## src/rtl/wb_timer.sv

```systemverilog
// wb_timer: CLINT-style machine timer (mtime/mtimecmp) and msip device on a pipelined Wishbone slave port.
// Latency: wb_ack/wb_rd_data one cycle after acceptance; interrupts registered, one cycle after a register change.
// Backpressure: none; wb_stall is tied low and one request is accepted every cycle wb_cyc & wb_stb is high.
// Optional: define WB_TIMER_SNAPSHOT_EN to latch mtime[63:32] on a low-word read for an atomic lo-then-hi read.
module wb_timer #(
  parameter int unsigned CLK_DIV        = 1,
  parameter logic [63:0] MTIMECMP_RESET = 64'hFFFF_FFFF_FFFF_FFFF
) (
  input  logic        clk,
  input  logic        rst,
  input  logic        wb_cyc,
  input  logic        wb_stb,
  input  logic        wb_wr_en,
  input  logic [31:0] wb_addr,
  input  logic [31:0] wb_wr_data,
  input  logic [3:0]  wb_wr_sel,
  output logic        wb_ack,
  output logic        wb_stall,
  output logic [31:0] wb_rd_data,
  output logic        timer_interrupt,
  output logic        software_interrupt
);

  // Terminal count of the prescaler; CLK_DIV is limited to 1..65535 so 16 bits suffice.
  localparam logic [15:0] DIV_LAST = 16'(CLK_DIV - 1);

  logic        accept;
  logic        rd_req;
  logic        wr_req;
  logic [2:0]  reg_sel;
  logic        wr_time_lo;
  logic        wr_time_hi;
  logic        wr_cmp_lo;
  logic        wr_cmp_hi;
  logic        wr_msip;
  logic        tick;
  logic [15:0] div_cnt;
  logic [63:0] mtime;
  logic [63:0] mtimecmp;
  logic        msip;
  logic [31:0] rd_mux;
  logic        unused_addr;

  // Replace only the byte lanes enabled in sel.
  function automatic logic [31:0] merge_bytes(input logic [31:0] old_val,
                                              input logic [31:0] new_val,
                                              input logic [3:0]  sel);
    logic [31:0] res;
    res = old_val;
    for (int b = 0; b < 4; b++) begin
      if (sel[b]) res[8*b +: 8] = new_val[8*b +: 8];
    end
    return res;
  endfunction

  assign accept   = wb_cyc & wb_stb;
  assign rd_req   = accept & ~wb_wr_en;
  // A write with no byte lanes enabled is acked but touches nothing, not even the tick.
  assign wr_req   = accept & wb_wr_en & (|wb_wr_sel);
  assign reg_sel  = wb_addr[4:2];
  assign wb_stall = 1'b0;

  assign wr_time_lo = wr_req & (reg_sel == 3'd0);
  assign wr_time_hi = wr_req & (reg_sel == 3'd1);
  assign wr_cmp_lo  = wr_req & (reg_sel == 3'd2);
  assign wr_cmp_hi  = wr_req & (reg_sel == 3'd3);
  assign wr_msip    = wr_req & (reg_sel == 3'd4) & wb_wr_sel[0];

  assign tick = (div_cnt == DIV_LAST);

  // Only [4:2] are decoded; the rest of the address is ignored.
  assign unused_addr = ^{wb_addr[31:5], wb_addr[1:0]};

`ifdef WB_TIMER_SNAPSHOT_EN
  logic [31:0] snap_hi;

  // Capture the high word alongside every low-word read so a following high read is coherent.
  always_ff @(posedge clk or posedge rst) begin
    if (rst)                              snap_hi <= '0;
    else if (rd_req && reg_sel == 3'd0)   snap_hi <= mtime[63:32];
  end
`endif

  // Prescaler: free-running 0..CLK_DIV-1, never disturbed by bus writes.
  always_ff @(posedge clk or posedge rst) begin
    if (rst)       div_cnt <= '0;
    else if (tick) div_cnt <= '0;
    else           div_cnt <= div_cnt + 16'd1;
  end

  // mtime: a bus write to either half wins over the tick, and that tick's increment is lost.
  always_ff @(posedge clk or posedge rst) begin
    if (rst)             mtime        <= '0;
    else if (wr_time_lo) mtime[31:0]  <= merge_bytes(mtime[31:0], wb_wr_data, wb_wr_sel);
    else if (wr_time_hi) mtime[63:32] <= merge_bytes(mtime[63:32], wb_wr_data, wb_wr_sel);
    else if (tick)       mtime        <= mtime + 64'd1;
  end

  // mtimecmp and msip are plain byte-writable registers.
  always_ff @(posedge clk or posedge rst) begin
    if (rst) begin
      mtimecmp <= MTIMECMP_RESET;
      msip     <= 1'b0;
    end else begin
      if (wr_cmp_lo) mtimecmp[31:0]  <= merge_bytes(mtimecmp[31:0], wb_wr_data, wb_wr_sel);
      if (wr_cmp_hi) mtimecmp[63:32] <= merge_bytes(mtimecmp[63:32], wb_wr_data, wb_wr_sel);
      if (wr_msip)   msip            <= wb_wr_data[0];
    end
  end

  // Read mux over the current (pre-update) register values.
  always_comb begin
    rd_mux = '0;
    case (reg_sel)
      3'd0:    rd_mux = mtime[31:0];
`ifdef WB_TIMER_SNAPSHOT_EN
      3'd1:    rd_mux = snap_hi;
`else
      3'd1:    rd_mux = mtime[63:32];
`endif
      3'd2:    rd_mux = mtimecmp[31:0];
      3'd3:    rd_mux = mtimecmp[63:32];
      3'd4:    rd_mux = {31'd0, msip};
      default: rd_mux = '0;
    endcase
  end

  // Bus response: one ack per accepted request, data captured in the accept cycle and held otherwise.
  always_ff @(posedge clk or posedge rst) begin
    if (rst) begin
      wb_ack     <= 1'b0;
      wb_rd_data <= '0;
    end else begin
      wb_ack <= accept;
      if (accept) wb_rd_data <= rd_mux;
    end
  end

  // Interrupt lines are registered views of the compare and of msip.
  always_ff @(posedge clk or posedge rst) begin
    if (rst) begin
      timer_interrupt    <= 1'b0;
      software_interrupt <= 1'b0;
    end else begin
      timer_interrupt    <= (mtime >= mtimecmp);
      software_interrupt <= msip;
    end
  end

endmodule
```

## config.mk

```make
export PLATFORM = sky130hd
export DESIGN_NAME = wb_timer
export DESIGN_NICKNAME = d
export VERILOG_FILES = /design/src/rtl/wb_timer.sv
export SDC_FILE = /design/constraint.sdc
export NUM_CORES = 1
export LEC_CHECK = 0
export CAP_MARGIN = 20
export CORE_AREA = 4 4 155 157
export DETAILED_ROUTE_END_ITERATION = 10
export DIE_AREA = 0 0 159 161
export GPL_TIMING_DRIVEN = 0
export PLACE_DENSITY = 0.71
export SLEW_MARGIN = 20
export SYNTH_ARGS = -nofsm -noshare
export SYNTH_HDL_FRONTEND = slang
export SYNTH_SLANG_ARGS = --single-unit
```

## constraint.sdc

```tcl
create_clock -name clk -period 16.9 [get_ports clk]
set_clock_uncertainty 0.1 [all_clocks]
set_input_delay 5.07 -clock clk [delete_from_list [all_inputs] [get_ports clk]]
set_output_delay 5.07 -clock clk [all_outputs]
set_load 0.02 [all_outputs]
```

Word-level counts from Yosys, hierarchy flattened
Cells that the tools add are included.
{"block": "totals", "ff_bits": 180, "inputBits": 73, "out_inout_bits": 36, "word_cells": 79}
{"block": "op_classes", "addsub": 2, "magnitude_cmp": 1, "eq_ne": 13, "mux": 10, "bitwise_logic": 10, "reduce_logical": 21}
{"cell": "case mux 32 bit (5 select lines)", "count": 1}
{"cell": "2-to-1 mux 32 bit", "count": 3}
{"cell": "adder 64 x 1 -> 64 bit (second input constant)", "count": 1}
{"cell": ">= comparator 64 bit", "count": 1}
{"cell": "2-to-1 mux 64 bit", "count": 1}
{"cell": "2-to-1 mux 8 bit", "count": 4}
{"cell": "AND reduction 3 bit", "count": 8}
{"cell": "!= test 2 bit (second input constant)", "count": 9}
{"cell": "adder 16 x 1 -> 16 bit (second input constant)", "count": 1}
{"cell": "logical NOT 16 bit", "count": 1}
{"cell": "2-to-1 mux 16 bit", "count": 1}
{"cell": "AND reduction 2 bit", "count": 8}
{"cell": "AND 1 bit", "count": 9}
{"cell": "== test 3 x 2 -> 1 bit (second input constant)", "count": 2}
{"cell": "nonzero test 2 bit", "count": 2}
{"cell": "OR reduction 4 bit", "count": 1}
{"cell": "== test 3 x 1 -> 1 bit (second input constant)", "count": 1}
{"cell": "== test 3 bit (second input constant)", "count": 1}
{"cell": "logical NOT 3 bit", "count": 1}
{"cell": "NOT 1 bit", "count": 1}

Depth between registers and ports, before layout
{"block": "logic_depth", "word_depth": 6, "mapped_depth": 10, "ltp_nobuf": 8}

Worst setup path before layout
Ideal clock, no wire load.
{"block": "synth_timing", "path_type": "in2reg", "from": "input wb_wr_sel[1]", "to": "register mtime[28]", "setup_ps": 121, "arrival_time_ps": 6775, "t_required_ps": 16679, "setup_slack_ps": 9904, "path_stages": 9, "n_path_buf": 4, "path_cell_list": "buf_2 -> or4_4 -> and3_1 -> buf_6 -> nor3_4 -> buf_6 -> a21oi_2 -> buf_6 -> o22a_1"}
{"block": "synth_via", "elab_chain_cells": 5, "elab_cells_between_ends": 9, "cone_classes": "eq/ne: 2; mux: 1; bitwise: 3; reduce/logical: 3"}
{"element": "start, declared", "line": "16", "text": "input logic [3:0] wb_wr_sel,"}
{"element": "OR reduction 4 bit (*)", "line": "59", "text": "assign wr_req = accept & wb_wr_en & (|wb_wr_sel);"}
{"element": "AND 1 bit (*)", "line": "59"}
{"element": "AND 1 bit (on tied branches)", "line": "63, 64"}
{"element": "!= test 2 bit (no line) or nonzero test 2 bit (tied branches)"}
{"element": "AND reduction 3 bit (no line)"}
{"element": "end signal, assigned", "line": "94", "text": "else if (wr_time_lo) mtime[31:0] <= merge_bytes(mtime[31:0], wb_wr_data, wb_wr_sel);"}
{"element": "end signal, assigned", "line": "96", "text": "else if (tick) mtime <= mtime + 64'd1;"}
{"element": "end, declared", "line": "38", "text": "logic [63:0] mtime;"}
Mark *: on every way between the ends. The rest lies on a longest branch, timed or not.
A chain may end at the register's enable or synchronous reset.

Worst setup path after layout
{"block": "layout_timing", "from": "input wb_addr[2]", "to": "register mtime[54]"}
{"block": "layout_via", "elab_chain_cells": 4, "elab_cells_between_ends": 9, "cone_classes": "eq/ne: 2; mux: 1; bitwise: 3; reduce/logical: 3"}
{"element": "start, declared", "line": "14", "text": "input logic [31:0] wb_addr,"}
{"element": "== test 3 x 1 -> 1 bit or logical NOT 3 bit (tied branches)", "line": "64, 63"}
{"element": "AND 1 bit (on tied branches)", "line": "64, 63"}
{"element": "!= test 2 bit (no line) (tied with other cells)"}
{"element": "AND reduction 3 bit (no line)"}
{"element": "end signal, assigned", "line": "95", "text": "else if (wr_time_hi) mtime[63:32] <= merge_bytes(mtime[63:32], wb_wr_data, wb_wr_sel);"}
{"element": "end signal, assigned", "line": "96"}
Parallel ways exist; a longest one is shown, timed or not.

==> reports/qor.csv <==
metric,value,unit
root_buffer,clkbuf_16,
die_area,25600,um^2
layout_common_cells,"116 x dfrtp_1, 105 x nand2_1, 88 x a21oi_1",
synthTopCellsByArea,"dfrtp_1 26%, dfstp_2 15%, ha_1 7.5%",
layout.nets,1423,
nFillCells,2082,
grt_pass1_vias,10100,
netlist_instances,1189,
critPathMaxFanout,10,
slew_violations,0,
synth.avg_cell_area,9.41,um^2
grt_pass1_wl,57100,um
min_period,7660,ps
die_h,161,um
cts_tree,done,
fin_tns_setup,0,ps
synth-edff-count,0,
leakage,5.32,nW
min_from,msip,
synth_top_area_frac,0.259,
wl,35900,um
core_area,22500,um^2
crit_family,buffers and inverters,
worst_pin_slew,1160,ps
start_util,0.497,
ys_seq_elements,180,
r2r_slack,13900,ps
grt_max_degree,68,
cap_violations,0,
end_kind,register,
fmax,130,MHz
cpMostUsedCell,buf_2,
path_buf_inv,4,
r2r_start,mtime[22],
cts_resized,0,
yosysTopAreaCell,dfrtp_1,
drive_above_1_share,0.166,
ios,109,
min_period_over_period,0.453,
routed_via_density,6.46,
drtPass1Iterations,6,
ant_nets,0,
placed_cell_area,12300,um^2
clock_path_buffers,2,
min_path_cells,0,
fin_util,0.573,
r2r-end,mtime[49],
final_area,12900,um^2
use_met1,0.391,
hp-class,register to register,
port_buffers,72,
finalSetupViolCount,0,
criticalPathCategory,input port to register,
syn_to_final_growth,15.3,%
cts_hold_buf,0,
antenna_found_initial,0,
min_to,software_interrupt,
worstPathRequired,17130,ps
busiest_layer,met2,
clkSinkCount,180,
synthFlopType,dfrtp_1,
rr_worst_depth,7,
wl_per_cell,22.7,um
powerDensity,108,nW/um^2
ys_async_sr_fraction,1.00,
hold_viol,0,
ff_latch_area,4580,um^2
grt_use_met3,0.0431,
drcViolationCount,0,
dp_hpwl,26400,um
place_ws,8810,ps
layout_commonest_cell,dfrtp_1,
h-tree-depth,4,
yosysWarnings,0,
start_kind,input port,
die_x,159,um
path_clk_slew,70,ps
place.gp.congestion,0.962,
grtUsageMet2,0.445,
ir_worst_vdd,53.7,uV
syn_nets,1329,
rows,55,
rsz0062_at_grt,false,
num_vias,10200,
cts_setup_buffers,0,
hold_ws,309,ps
crit_chain,"clkdlybuf4s50_1, nor3b_2, and3_1, buf_2, buf_2, clkbuf_1, a311oi_1, a211oi_1",
numCtsBuffers,17,
cp.arrival,7900,ps
grt_use_total,0.280,
antenna_cells,0,
dr.first_iter.drc_count,1103,
multiInputGateArea,5970,um^2
overflow,0,
cp_slowest_cell,clkdlybuf4s50_1,
fin_ws,9240,ps
synth-seq-area-share,0.410,
outcome,"finished, final reports clean",
post_synth_instance_area,11200,um^2
slowest_delay,620,ps
ys_types,69,
clock_latency,440,ps
slew_headroom,0.219,
-- sequential cells by signal, indices dropped and copies added (netlist names) --
register / cells
mtime: 64
wb_ack: 1
msip: 1
wb_rd_data: 32
div_cnt: 16
mtimecmp: 64
software_interrupt: 1
timer_interrupt: 1
-- how the worst max path moves through the flow --
stage	startpoint	endpoint	cells past startpoint
after global placement	rst	wb_rd_data[26]	2
after floorplan	rst	div_cnt[0]	1
final	wb_addr[2]	mtime[54]	8
after CTS	wb_addr[2]	mtimecmp[0]	6
after detailed placement	wb_addr[2]	mtimecmp[19]	6
after global routing	wb_addr[2]	mtime[54]	8
-- synthesized netlist by cell type, types with 5 or more instances --
cell type,number
dfrtp_1,116
nand2_1,105
a21oi_1,88
inv_1,82
ha_1,67
mux2_2,66
o21ai_0,65
dfstp_2,64
nor2_1,55
nand4_1,49
clkbuf_1,45
nand3_1,38
a221oi_1,31
a22o_1,31
o22ai_1,31
and3_1,19
a21o_1,16
nor3_1,16
buf_2,15
a211oi_1,14
and4_1,14
nor4_1,13
xnor2_1,12
a31oi_1,11
and2_1,11
o22a_1,11
a2bb2oi_1,10
a21oi_2,9
o21ai_1,9
a311oi_1,7
buf_6,6
a22oi_1,5
-- stage by stage --
step,power [mW],std cells
after floorplan,0.849,1189
after global placement,0.979,1546
after detailed placement,0.995,1548
after CTS,1.39,1580
after global routing,1.48,1581
final,1.39,1581
-- metal layers --
| metal | wire length [um] | part of all wire | vias up |
|---|---|---|---|
| met5 | 0 | 0 | - |
| met4 | 1240 | 0.034 | 0 |
| met3 | 3130 | 0.087 | 103 |
| met2 | 16200 | 0.45 | 516 |
| met1 | 15400 | 0.43 | 4949 |
| li1 | - | - | 4650 |
-- cell families (layout without fill, tap and decap cells) --
| group | count (synthesis) | after routing | synth area share |
|---|---|---|---|
| AO/OA/AOI/OAI | 366 | 366 | 0.221 |
| XOR/XNOR | 14 | 14 | 0.0110 |
| adder cells (fa/ha/maj) | 67 | 67 | 0.0749 |
| buffers and inverters | 151 | 258 | 0.0568 |
| flip-flops | 180 | 180 | 0.410 |
| multiplexers | 67 | 67 | 0.0673 |
| other | 1 | 1 | 0.000335 |
| AND/OR/NAND/NOR | 343 | 343 | 0.159 |
-- power breakdown --
group | internal (mW) | switching, mW | total [mW]
registers | 0.519 | 0.105 | 0.624
logic | 0.170 | 0.205 | 0.375
clock network | 0.209 | 0.183 | 0.392
total | 0.898 | 0.493 | 1.39
-- cell type report --
cell class,instances,area share
plain buffers,69,0.0254
clock buffers,19,0.0343
inverters,82,0.0244
flip-flops and latches,180,0.355
clock inverters,13,0.00951
repair buffers,75,0.0605
well taps,285,0.0276
multi-input cells,858,0.463
(Power assumes the default switching activity.)
